<file path="config.mk">
export PLATFORM = sky130hd
export DESIGN_NAME = change_dispenser_flat
export DESIGN_NICKNAME = d
export VERILOG_FILES = /design/src/rtl/change_dispenser_if.sv /design/src/rtl/change_dispenser.sv /design/src/flat_wrapper.sv
export SDC_FILE = /design/constraint.sdc
export NUM_CORES = 1
export LEC_CHECK = 0
export BUFFER_PORTS_ARGS = -buffer_cell sky130_fd_sc_hd__buf_2
export CAP_MARGIN = 20
export CORE_UTILIZATION = 50
export DETAILED_ROUTE_END_ITERATION = 10
export PLACE_DENSITY = 0.8
export SYNTH_ARGS = -nofsm -noshare
export SYNTH_HDL_FRONTEND = slang
export SYNTH_SLANG_ARGS = --single-unit
</file>
<file path="constraint.sdc">
create_clock -name clk -period 3.1 [get_ports clk]
set_clock_uncertainty 0.15 [all_clocks]
set_input_delay 0.465 -clock clk [delete_from_list [all_inputs] [get_ports clk]]
set_output_delay 0.465 -clock clk [all_outputs]
set_load 0.03 [all_outputs]
</file>
<file path="src/rtl/change_dispenser_if.sv">
// Change-dispenser bus: request handshake, hopper eject/ack, refill, and status.
interface change_dispenser_if;
  logic       req_valid;
  logic       req_ready;
  logic [5:0] req_amount;
  logic       eject_valid;
  logic [1:0] eject_coin;
  logic       eject_ack;
  logic       refill_valid;
  logic [1:0] refill_coin;
  logic [3:0] refill_qty;
  logic       done;
  logic [5:0] paid;
  logic [5:0] shortfall;
  logic       busy;
  logic       fault;
  logic       fault_clr;
  logic [2:0] inv_empty;

  modport master (
    output req_valid, req_amount, eject_ack, refill_valid, refill_coin, refill_qty, fault_clr,
    input  req_ready, eject_valid, eject_coin, done, paid, shortfall, busy, fault, inv_empty
  );
  modport slave (
    input  req_valid, req_amount, eject_ack, refill_valid, refill_coin, refill_qty, fault_clr,
    output req_ready, eject_valid, eject_coin, done, paid, shortfall, busy, fault, inv_empty
  );
endinterface

</file>
<file path="src/rtl/change_dispenser.sv">
// Greedy coin-change dispenser: pays an amount in nickels from quarter/dime/nickel
// inventories, one hopper handshake per coin, with an eject timeout fault.
module change_dispenser #(
  parameter int TIMEOUT_CYCLES = 16,
  parameter int INV_INIT       = 20
) (
  input logic clk,
  input logic rst_n,
  change_dispenser_if.slave bus
);
  typedef enum logic [2:0] {IDLE, SELECT, EJECT, DONE, FAULT} state_t;
  localparam int TW = $clog2(TIMEOUT_CYCLES + 1);

  state_t         state, state_nx;
  logic [TW-1:0]  tmo_cnt;
  logic [5:0]     remaining, paid_q, short_q, coin_val;
  logic [1:0]     coin_q, pick;
  logic [7:0]     n_cnt, d_cnt, q_cnt;
  logic           accept, ack_hit, tmo_hit;

  assign accept  = (state == IDLE) && bus.req_valid;
  assign ack_hit = (state == EJECT) && bus.eject_ack;
  assign tmo_hit = (state == EJECT) && !bus.eject_ack && (tmo_cnt == TW'(TIMEOUT_CYCLES - 1));

  always_comb begin
    pick = 2'b00;
    if (remaining >= 6'd5 && q_cnt != 8'd0)      pick = 2'b11;
    else if (remaining >= 6'd2 && d_cnt != 8'd0) pick = 2'b10;
    else if (n_cnt != 8'd0)                      pick = 2'b01;
  end

  always_comb begin
    case (coin_q)
      2'b11:   coin_val = 6'd5;
      2'b10:   coin_val = 6'd2;
      2'b01:   coin_val = 6'd1;
      default: coin_val = 6'd0;
    endcase
  end

  always_ff @(posedge clk or negedge rst_n) begin
    if (!rst_n) state <= IDLE;
    else        state <= state_nx;
  end

  always_comb begin
    state_nx = state;
    case (state)
      IDLE:    if (accept) state_nx = SELECT;
      SELECT:  if (remaining == 6'd0 || pick == 2'b00) state_nx = DONE;
               else                                    state_nx = EJECT;
      EJECT:   if (ack_hit)      state_nx = SELECT;
               else if (tmo_hit) state_nx = FAULT;
      DONE:    state_nx = IDLE;
      FAULT:   if (bus.fault_clr) state_nx = IDLE;
      default: state_nx = IDLE;
    endcase
  end

  // Refill and ack decrement may hit the same coin in one cycle; the decrement
  // only happens on a coin that was picked with a non-zero count, so no underflow.
  function automatic logic [7:0] inv_next(input logic [7:0] cnt, input logic add,
                                          input logic [3:0] qty, input logic dec);
    logic [9:0] s;
    s = {2'b00, cnt} + {6'd0, (add ? qty : 4'd0)} - {9'd0, dec};
    return (s > 10'd255) ? 8'hFF : s[7:0];
  endfunction

  always_ff @(posedge clk or negedge rst_n) begin
    if (!rst_n) begin
      remaining <= '0;
      paid_q    <= '0;
      short_q   <= '0;
      coin_q    <= '0;
      tmo_cnt   <= '0;
      n_cnt     <= 8'(INV_INIT);
      d_cnt     <= 8'(INV_INIT);
      q_cnt     <= 8'(INV_INIT);
    end else begin
      n_cnt <= inv_next(n_cnt, bus.refill_valid && bus.refill_coin == 2'b01, bus.refill_qty,
                        ack_hit && coin_q == 2'b01);
      d_cnt <= inv_next(d_cnt, bus.refill_valid && bus.refill_coin == 2'b10, bus.refill_qty,
                        ack_hit && coin_q == 2'b10);
      q_cnt <= inv_next(q_cnt, bus.refill_valid && bus.refill_coin == 2'b11, bus.refill_qty,
                        ack_hit && coin_q == 2'b11);
      case (state)
        IDLE: if (accept) begin
          remaining <= bus.req_amount;
          paid_q    <= '0;
          short_q   <= '0;
        end
        SELECT: begin
          coin_q  <= pick;
          tmo_cnt <= '0;
          if (remaining != 6'd0 && pick == 2'b00) short_q <= remaining;
        end
        EJECT: begin
          if (ack_hit) begin
            remaining <= remaining - coin_val;
            paid_q    <= paid_q + coin_val;
          end else begin
            tmo_cnt <= tmo_cnt + 1'b1;
          end
        end
        default: ;
      endcase
    end
  end

  assign bus.req_ready   = (state == IDLE);
  assign bus.busy        = (state != IDLE);
  assign bus.done        = (state == DONE);
  assign bus.fault       = (state == FAULT);
  assign bus.eject_valid = (state == EJECT);
  assign bus.eject_coin  = (state == EJECT) ? coin_q : 2'b00;
  assign bus.paid        = paid_q;
  assign bus.shortfall   = short_q;
  assign bus.inv_empty   = {q_cnt == 8'd0, d_cnt == 8'd0, n_cnt == 8'd0};
endmodule

</file>
<file path="src/flat_wrapper.sv">
// flat-port wrapper written by rule: the top's interface ports become plain ports
module change_dispenser_flat 
#(
  parameter int TIMEOUT_CYCLES = 16,
  parameter int INV_INIT       = 20
)
  (clk, rst_n, bus_req_valid, bus_req_amount, bus_eject_ack, bus_refill_valid, bus_refill_coin, bus_refill_qty, bus_fault_clr, bus_req_ready, bus_eject_valid, bus_eject_coin, bus_done, bus_paid, bus_shortfall, bus_busy, bus_fault, bus_inv_empty);
  change_dispenser_if bus_i ();
  input logic clk;
  input logic rst_n;
  input wire logic [$bits(bus_i.req_valid)-1:0] bus_req_valid;
  input wire logic [$bits(bus_i.req_amount)-1:0] bus_req_amount;
  input wire logic [$bits(bus_i.eject_ack)-1:0] bus_eject_ack;
  input wire logic [$bits(bus_i.refill_valid)-1:0] bus_refill_valid;
  input wire logic [$bits(bus_i.refill_coin)-1:0] bus_refill_coin;
  input wire logic [$bits(bus_i.refill_qty)-1:0] bus_refill_qty;
  input wire logic [$bits(bus_i.fault_clr)-1:0] bus_fault_clr;
  output wire logic [$bits(bus_i.req_ready)-1:0] bus_req_ready;
  output wire logic [$bits(bus_i.eject_valid)-1:0] bus_eject_valid;
  output wire logic [$bits(bus_i.eject_coin)-1:0] bus_eject_coin;
  output wire logic [$bits(bus_i.done)-1:0] bus_done;
  output wire logic [$bits(bus_i.paid)-1:0] bus_paid;
  output wire logic [$bits(bus_i.shortfall)-1:0] bus_shortfall;
  output wire logic [$bits(bus_i.busy)-1:0] bus_busy;
  output wire logic [$bits(bus_i.fault)-1:0] bus_fault;
  output wire logic [$bits(bus_i.inv_empty)-1:0] bus_inv_empty;
  assign bus_i.req_valid = bus_req_valid;
  assign bus_i.req_amount = bus_req_amount;
  assign bus_i.eject_ack = bus_eject_ack;
  assign bus_i.refill_valid = bus_refill_valid;
  assign bus_i.refill_coin = bus_refill_coin;
  assign bus_i.refill_qty = bus_refill_qty;
  assign bus_i.fault_clr = bus_fault_clr;
  assign bus_req_ready = bus_i.req_ready;
  assign bus_eject_valid = bus_i.eject_valid;
  assign bus_eject_coin = bus_i.eject_coin;
  assign bus_done = bus_i.done;
  assign bus_paid = bus_i.paid;
  assign bus_shortfall = bus_i.shortfall;
  assign bus_busy = bus_i.busy;
  assign bus_fault = bus_i.fault;
  assign bus_inv_empty = bus_i.inv_empty;
  change_dispenser #(.TIMEOUT_CYCLES(TIMEOUT_CYCLES), .INV_INIT(INV_INIT)) u_core (.clk(clk), .rst_n(rst_n), .bus(bus_i));
endmodule
</file>
==> impl_metrics.json, run 1 <==
{
  "nets": 578,
  "clkTransAtPathRegs_ns": 0.10,
  "p_per_area_nw_per_um2": 813,
  "clkPwrFrac_pct": 10.3,
  "ant_nets": 0,
  "io_buffers": 39,
  "root_buffer": "clkbuf_8",
  "die_h_um": 91.7,
  "hold_class": "primary input to asynchronous set/reset pin",
  "whs_ns": 0.0719,
  "routed_wl_um": 8980,
  "dieArea_um2": 8400,
  "fin_setup_tns_ns": 0,
  "max_freq_mhz": 349,
  "seq_area_frac_synth_pct": 32.6,
  "cellLeakagePower_nw": 2.20,
  "syn_inst": 467,
  "cp.required_ns": 3.15,
  "synth_top_area_share_pct": 28.6,
  "avgSynthCellArea_um2": 8.61,
  "remaining_drc_errors": 0,
  "synth.net_count": 516,
  "dp_hpwl_um": 7170,
  "core_area_um2": 7770,
  "drt-initial-drc-count": 127,
  "cts_max_path_buffers": 2,
  "max-slew-margin-rel_pct": 47.9,
  "wire_per_inst_um": 14.2,
  "outcome": "finished, final reports clean",
  "syn_area_um2": 4020,
  "async_reset_ff_share_pct": 100,
  "num_rows": 32,
  "avgViaCountPerCell": 5.79,
  "intPower_mw": 2.00,
  "layout-drive-gt1-share_pct": 19.6,
  "die_x_um": 91.7,
  "finalSetupViolations": 0,
  "cts_sinks": 52,
  "cp-start-kind": "primary input",
  "ir_drop_mv": 0.283,
  "num_vias": 3657,
  "critPathCaptureType": "register",
  "nFillCells": 667,
  "period_needed_ns": 2.87,
  "worstSetupPathType": "primary input to register",
  "tritoncts": "built",
  "yosys.area.top_type": "dfrtp_1",
  "comb_power_share_pct": 55.0,
  "grt_usage_pct": 22.6,
  "place_congestion": 0.922,
  "tightest_slew_ns": 0.781,
  "yosysMostFrequentCell": "nand2_1",
  "hold_buffers": 0,
  "min_period_over_period_pct": 92.5,
  "grt_setup_unrepaired": "no",
  "synth_edf_count": 0,
  "path_common_cell": "and3_1",
  "power_switching_share_pct": 46.5,
  "yosysUniqueCellTypes": 65,
  "ys.flop_type": "dfrtp_1",
  "synthTopCellsByArea": "dfrtp_1 29%, ha_1 8.1%, nand2_1 5.0%, dfstp_2 3.9%, nor2_1 3.9%",
  "synthTopCellsByCount": "54 x nand2_1, 46 x dfrtp_1, 42 x nor2_1",
  "dr.pass1.iters": 7,
  "grt.overflow.total": 0,
  "initial_core_util_pct": 51.7,
  "reg2regPathDepth": 13,
  "cp_cell_sequence": "buf_2 > and3_1 > and2_1 > ha_1 > fa_1 > a21o_1 > nor3_1 > o21ai_0 > and3_1 > o32ai_2 > buf_4 > nand2_1",
  "hold_violations": 0,
  "cpPeakStageDelay_ns": 0.48,
  "final_util_pct": 59.2,
  "power_switching_mw": 1.74,
  "seqPwrFrac_pct": 34.7,
  "cp_max_fo": 5,
  "slowest_stage": "fa_1",
  "insertion_delay_ns": 0.31,
  "maxSlewViolCount": 0,
  "cp_data_arrival_time_ns": 2.92,
  "grt_antenna_before_repair": 0,
  "io_pins": 40,
  "yosys_warnings": 0,
  "syn2layout_area_growth_pct": 14.4,
  "diodes": 0,
  "grt_max_degree": 36,
  "synth_seq_cells": 52,
  "cts_buffers": 5,
  "grt_pass1_vias": 3466,
  "htreeDepth": 2,
  "cap_violations": 0,
  "grt_pass1_wl_um": 15500
}
-- kinds of logic (layout without fill, tap and decap cells) --
logic type                 after synthesis  in the layout  share of synthesized area [%]
muxes                                   10             10                           2.74
xor gates and xnor gates                30             30                           6.54
and+or+nand+nor                        202            202                           26.2
DFF                                     52             52                           32.6
buffers and inverters                   40            103                           4.30
adders and majority gates               31             31                           10.6
AOI/OAI and AO/OA                      102            102                           17.1
-- stage by stage --
step	instances	power (mW)	setup slack [ns]	area, um2
floorplan	467	2.78	0.141	4020
global route	632	4.06	0.0326	4600
finish	632	3.74	0.233	4600
detailed placement	624	3.35	-0.100	4500
global placement	624	3.26	-0.0390	4500
CTS	632	3.73	0.163	4580
-- power groups by stage --
| stage | Sequential (mW) | Combinational (mW) | Clock [mW] |
|---|---|---|---|
| after floorplan | 1.26 | 1.52 | 0 |
| final | 1.30 | 2.06 | 0.385 |
| after CTS | 1.29 | 2.05 | 0.391 |
| after global routing | 1.33 | 2.30 | 0.422 |
| after detailed placement | 1.30 | 2.04 | 0 |
| after global placement | 1.29 | 1.97 | 0 |
-- what timing repair did --
item / in CTS / in global routing
endpoints found under the setup margin: 0 / 9
buffers inserted: 0 / 0
resized for setup: 0 / 3
-- routing by layer --
layer  vias up  part of all wire (%)  track usage [%]
li1       1785                     -                -
met2        79                    50             40.0
met3        15                   3.1             3.57
met4         0                   1.5             6.22
met1      1778                    45             28.4
met5         -                     0                0
-- final timing paths --
path                                         start                   to  slack, ns
min in group clk                 bus_req_amount[2]  u_core.remaining[2]       0.27
worst min-delay path                         rst_n      u_core.q_cnt[6]       0.07
worst max-delay path            bus_refill_coin[0]      u_core.q_cnt[1]       0.23
max in group asynchronous                    rst_n      u_core.d_cnt[4]       2.00
worst max register to register     u_core.state[2]      u_core.n_cnt[1]       0.30
worst min register to register   u_core.tmo_cnt[4]    u_core.tmo_cnt[4]       0.36
-- worst max-delay path: cells and delay by family --
family	cells	cell delay (ns)
AO/OA/AOI/OAI	3	0.63
adder cells (fa/ha/maj)	2	0.68
buffers and inverters	2	0.30
AND/OR/NAND/NOR	5	0.85
-- cell type report --
type,instances,area (um2),share of cell area (%)
Multi-Input combinational cell,375,2550,55.5
Inverter,25,93.8,2.04
Clock inverter,2,16.3,0.354
Sequential cell,52,1310,28.5
Timing Repair Buffer,70,428,9.31
Tap cell,102,128,2.78
Clock buffer,6,72.6,1.58
-- registers in the layout, indices dropped and copies added (netlist names) --
signal	cells
u_core.d_cnt	8
u_core.n_cnt	8
u_core.q_cnt	8
u_core.bus.paid	6
u_core.bus.shortfall	6
u_core.remaining	6
u_core.tmo_cnt	5
u_core.state	3
u_core.coin_q	2
-- layout by cell type, fill, tap and decap left out, drive strengths merged, types with 8 or more instances in the layout --
cell type  count
buf           70
nand2         54
dfrtp         46
nor2          45
o21ai         32
ha            26
inv           25
a21oi         21
nand3         18
xnor2         18
and2          15
nor3          13
xor2          12
and3          10
mux2i          8
a31oi          8
(Power assumes the default switching activity.)
==> run 2, diff against run 1 <==
--- a/config.mk
+++ b/config.mk
@@ -7,9 +7,11 @@
 export LEC_CHECK = 0
 export BUFFER_PORTS_ARGS = -buffer_cell sky130_fd_sc_hd__buf_2
 export CAP_MARGIN = 20
-export CORE_UTILIZATION = 50
+export CELL_PAD_IN_SITES_DETAIL_PLACEMENT = 1
+export CELL_PAD_IN_SITES_GLOBAL_PLACEMENT = 1
+export CORE_UTILIZATION = 46
 export DETAILED_ROUTE_END_ITERATION = 10
-export PLACE_DENSITY = 0.8
+export PLACE_DENSITY = 0.92
 export SYNTH_ARGS = -nofsm -noshare
 export SYNTH_HDL_FRONTEND = slang
 export SYNTH_SLANG_ARGS = --single-unit
==> run 2 against run 1 <==
Via count up 9.2%; fmax decreased by 4.0%; power increased by 10%; setup slack worse by 0.12 ns; sequential cell count is the same; critical path depth unchanged.
==> impl_metrics.json, run 2 (same netlist as run 1, synthesis figures left out) <==
{
  "num_vias": 3994,
  "nets": 580,
  "initial_core_util_pct": 48.2,
  "num_rows": 33,
  "period_needed_ns": 2.99,
  "cts_max_path_buffers": 2,
  "final_util_pct": 55.8,
  "cp_max_fo": 5,
  "die_h_um": 95.5,
  "place_inst": 628,
  "root_buffer": "clkbuf_8",
  "min_period_over_period_pct": 96.3,
  "tritoncts": "built",
  "ir_drop_mv": 0.326,
  "syn2layout_area_growth_pct": 15.8,
  "grt_pass1_wl_um": 21300,
  "io_buffers": 39,
  "top_regs": "u_core.d_cnt (8), u_core.n_cnt (8), u_core.q_cnt (8)",
  "insertion_delay_ns": 0.32,
  "cp.required_ns": 3.21,
  "grt_pass1_vias": 4300,
  "tightest_slew_ns": 0.696,
  "remaining_drc_errors": 0,
  "finalSetupViolations": 0,
  "cts_setup_buffers": 0,
  "cts_sinks": 52,
  "dieArea_um2": 9110,
  "clkTransAtPathRegs_ns": 0.11,
  "grt_max_degree": 21,
  "diodes": 0,
  "hold_class": "primary input to register",
  "p_per_area_nw_per_um2": 884,
  "hold_violations": 0,
  "cp-start-kind": "primary input",
  "max-slew-margin-rel_pct": 53.3,
  "cellLeakagePower_nw": 2.22,
  "grt_usage_pct": 30.7,
  "cp_data_arrival_time_ns": 3.09,
  "drt-initial-drc-count": 148,
  "cts_buffers": 5,
  "die_x_um": 95.5,
  "reg2reg_slack_ns": 0.23,
  "outcome": "finished, final reports clean",
  "critPathCaptureType": "register",
  "avgViaCountPerCell": 6.27,
  "dp_hpwl_um": 9800,
  "dr.pass1.iters": 5,
  "layout-drive-gt1-share_pct": 20.5,
  "grt.overflow.total": 0,
  "place_congestion": 0.905,
  "stdcell_count": 637,
  "layout_commonest_cell": "nand2_1",
  "max_freq_mhz": 335,
  "mostFrequentLayoutCells": "54 x nand2_1, 46 x dfrtp_1, 42 x nor2_1",
  "routed_wl_um": 13400,
  "nFillCells": 993,
  "grt_antenna_before_repair": 0,
  "cap_violations": 0,
  "io_pins": 40,
  "worstSetupPathType": "primary input to register",
  "wire_per_inst_um": 21.0,
  "ant_nets": 0,
  "core_area_um2": 8340,
  "htreeDepth": 2,
  "maxSlewViolCount": 0
}
## run 2: per-stage QoR
stage | total power, mW | setup WS, ns | area, um2 | TNS [ns] | hold WS [ns]
3_5_place_dp | 3.53 | -0.275 | 4510 | -3.71 | 0.278
2_1_floorplan | 2.78 | 0.141 | 4020 | 0 | 0.0194
3_3_place_gp | 3.30 | -0.0375 | 4510 | -0.169 | 0.266
5_1_grt | 4.36 | -0.0513 | 4650 | -0.0995 | 0.262
6_report | 4.11 | 0.114 | 4650 | 0 | 0.260
4_1_cts | 4.03 | 0.0594 | 4620 | 0 | 0.257
## run 2: report_power, final
part	internal [mW]	total [mW]	leakage, nW	switching, mW
logic	0.895	2.32	1.54	1.43
clock network	0.182	0.431	0.0445	0.249
registers	0.978	1.36	0.634	0.381
## run 2: worst paths after layout
kind,start,cells after the start,to
setup / recovery,bus_refill_coin[0],12,u_core.q_cnt[1]
max in group asynchronous,rst_n,3,u_core.d_cnt[4]
min in group asynchronous,rst_n,2,u_core.q_cnt[6]
hold / removal,bus_req_amount[2],3,u_core.remaining[2]
hold reg to reg,u_core.tmo_cnt[4],2,u_core.tmo_cnt[4]
setup reg to reg,u_core.state[1],12,u_core.n_cnt[1]
## run 2: repair_timing
action,CTS,global route
gates resized for setup,1,8
endpoints found under the setup margin,1,18
hold buffers,1,0
hold endpoints to repair,17,0
## run 2: area by class of cell
cell class / count / area [um2] / area share, %
Tap cell: 105 / 131 / 2.82
Clock buffer: 7 / 86.3 / 1.85
Clock inverter: 1 / 7.51 / 0.161
Inverter: 25 / 93.8 / 2.02
Multi-Input combinational cell: 375 / 2580 / 55.5
Timing Repair Buffer: 72 / 445 / 9.57
Sequential cell: 52 / 1310 / 28.1
## run 2: routing by layer
metal  vias to the layer above  wire, um  global-route usage (%)
met5                         -         0                       0
met4                         0       595                    16.3
met3                        60       576                    6.70
met2                       171      6940                    56.0
met1                      1975      5250                    32.8
li1                       1788         -                       -
## run 2: critical path: stages
cell       delay (ns)
buf_2            0.11
and3_1           0.21
and2_1           0.17
ha_1             0.21
fa_2             0.41
a211oi_1         0.32
or3_1            0.19
o2111ai_1        0.18
a311oi_2         0.38
o32ai_4          0.16
buf_4            0.18
nand2_1          0.11
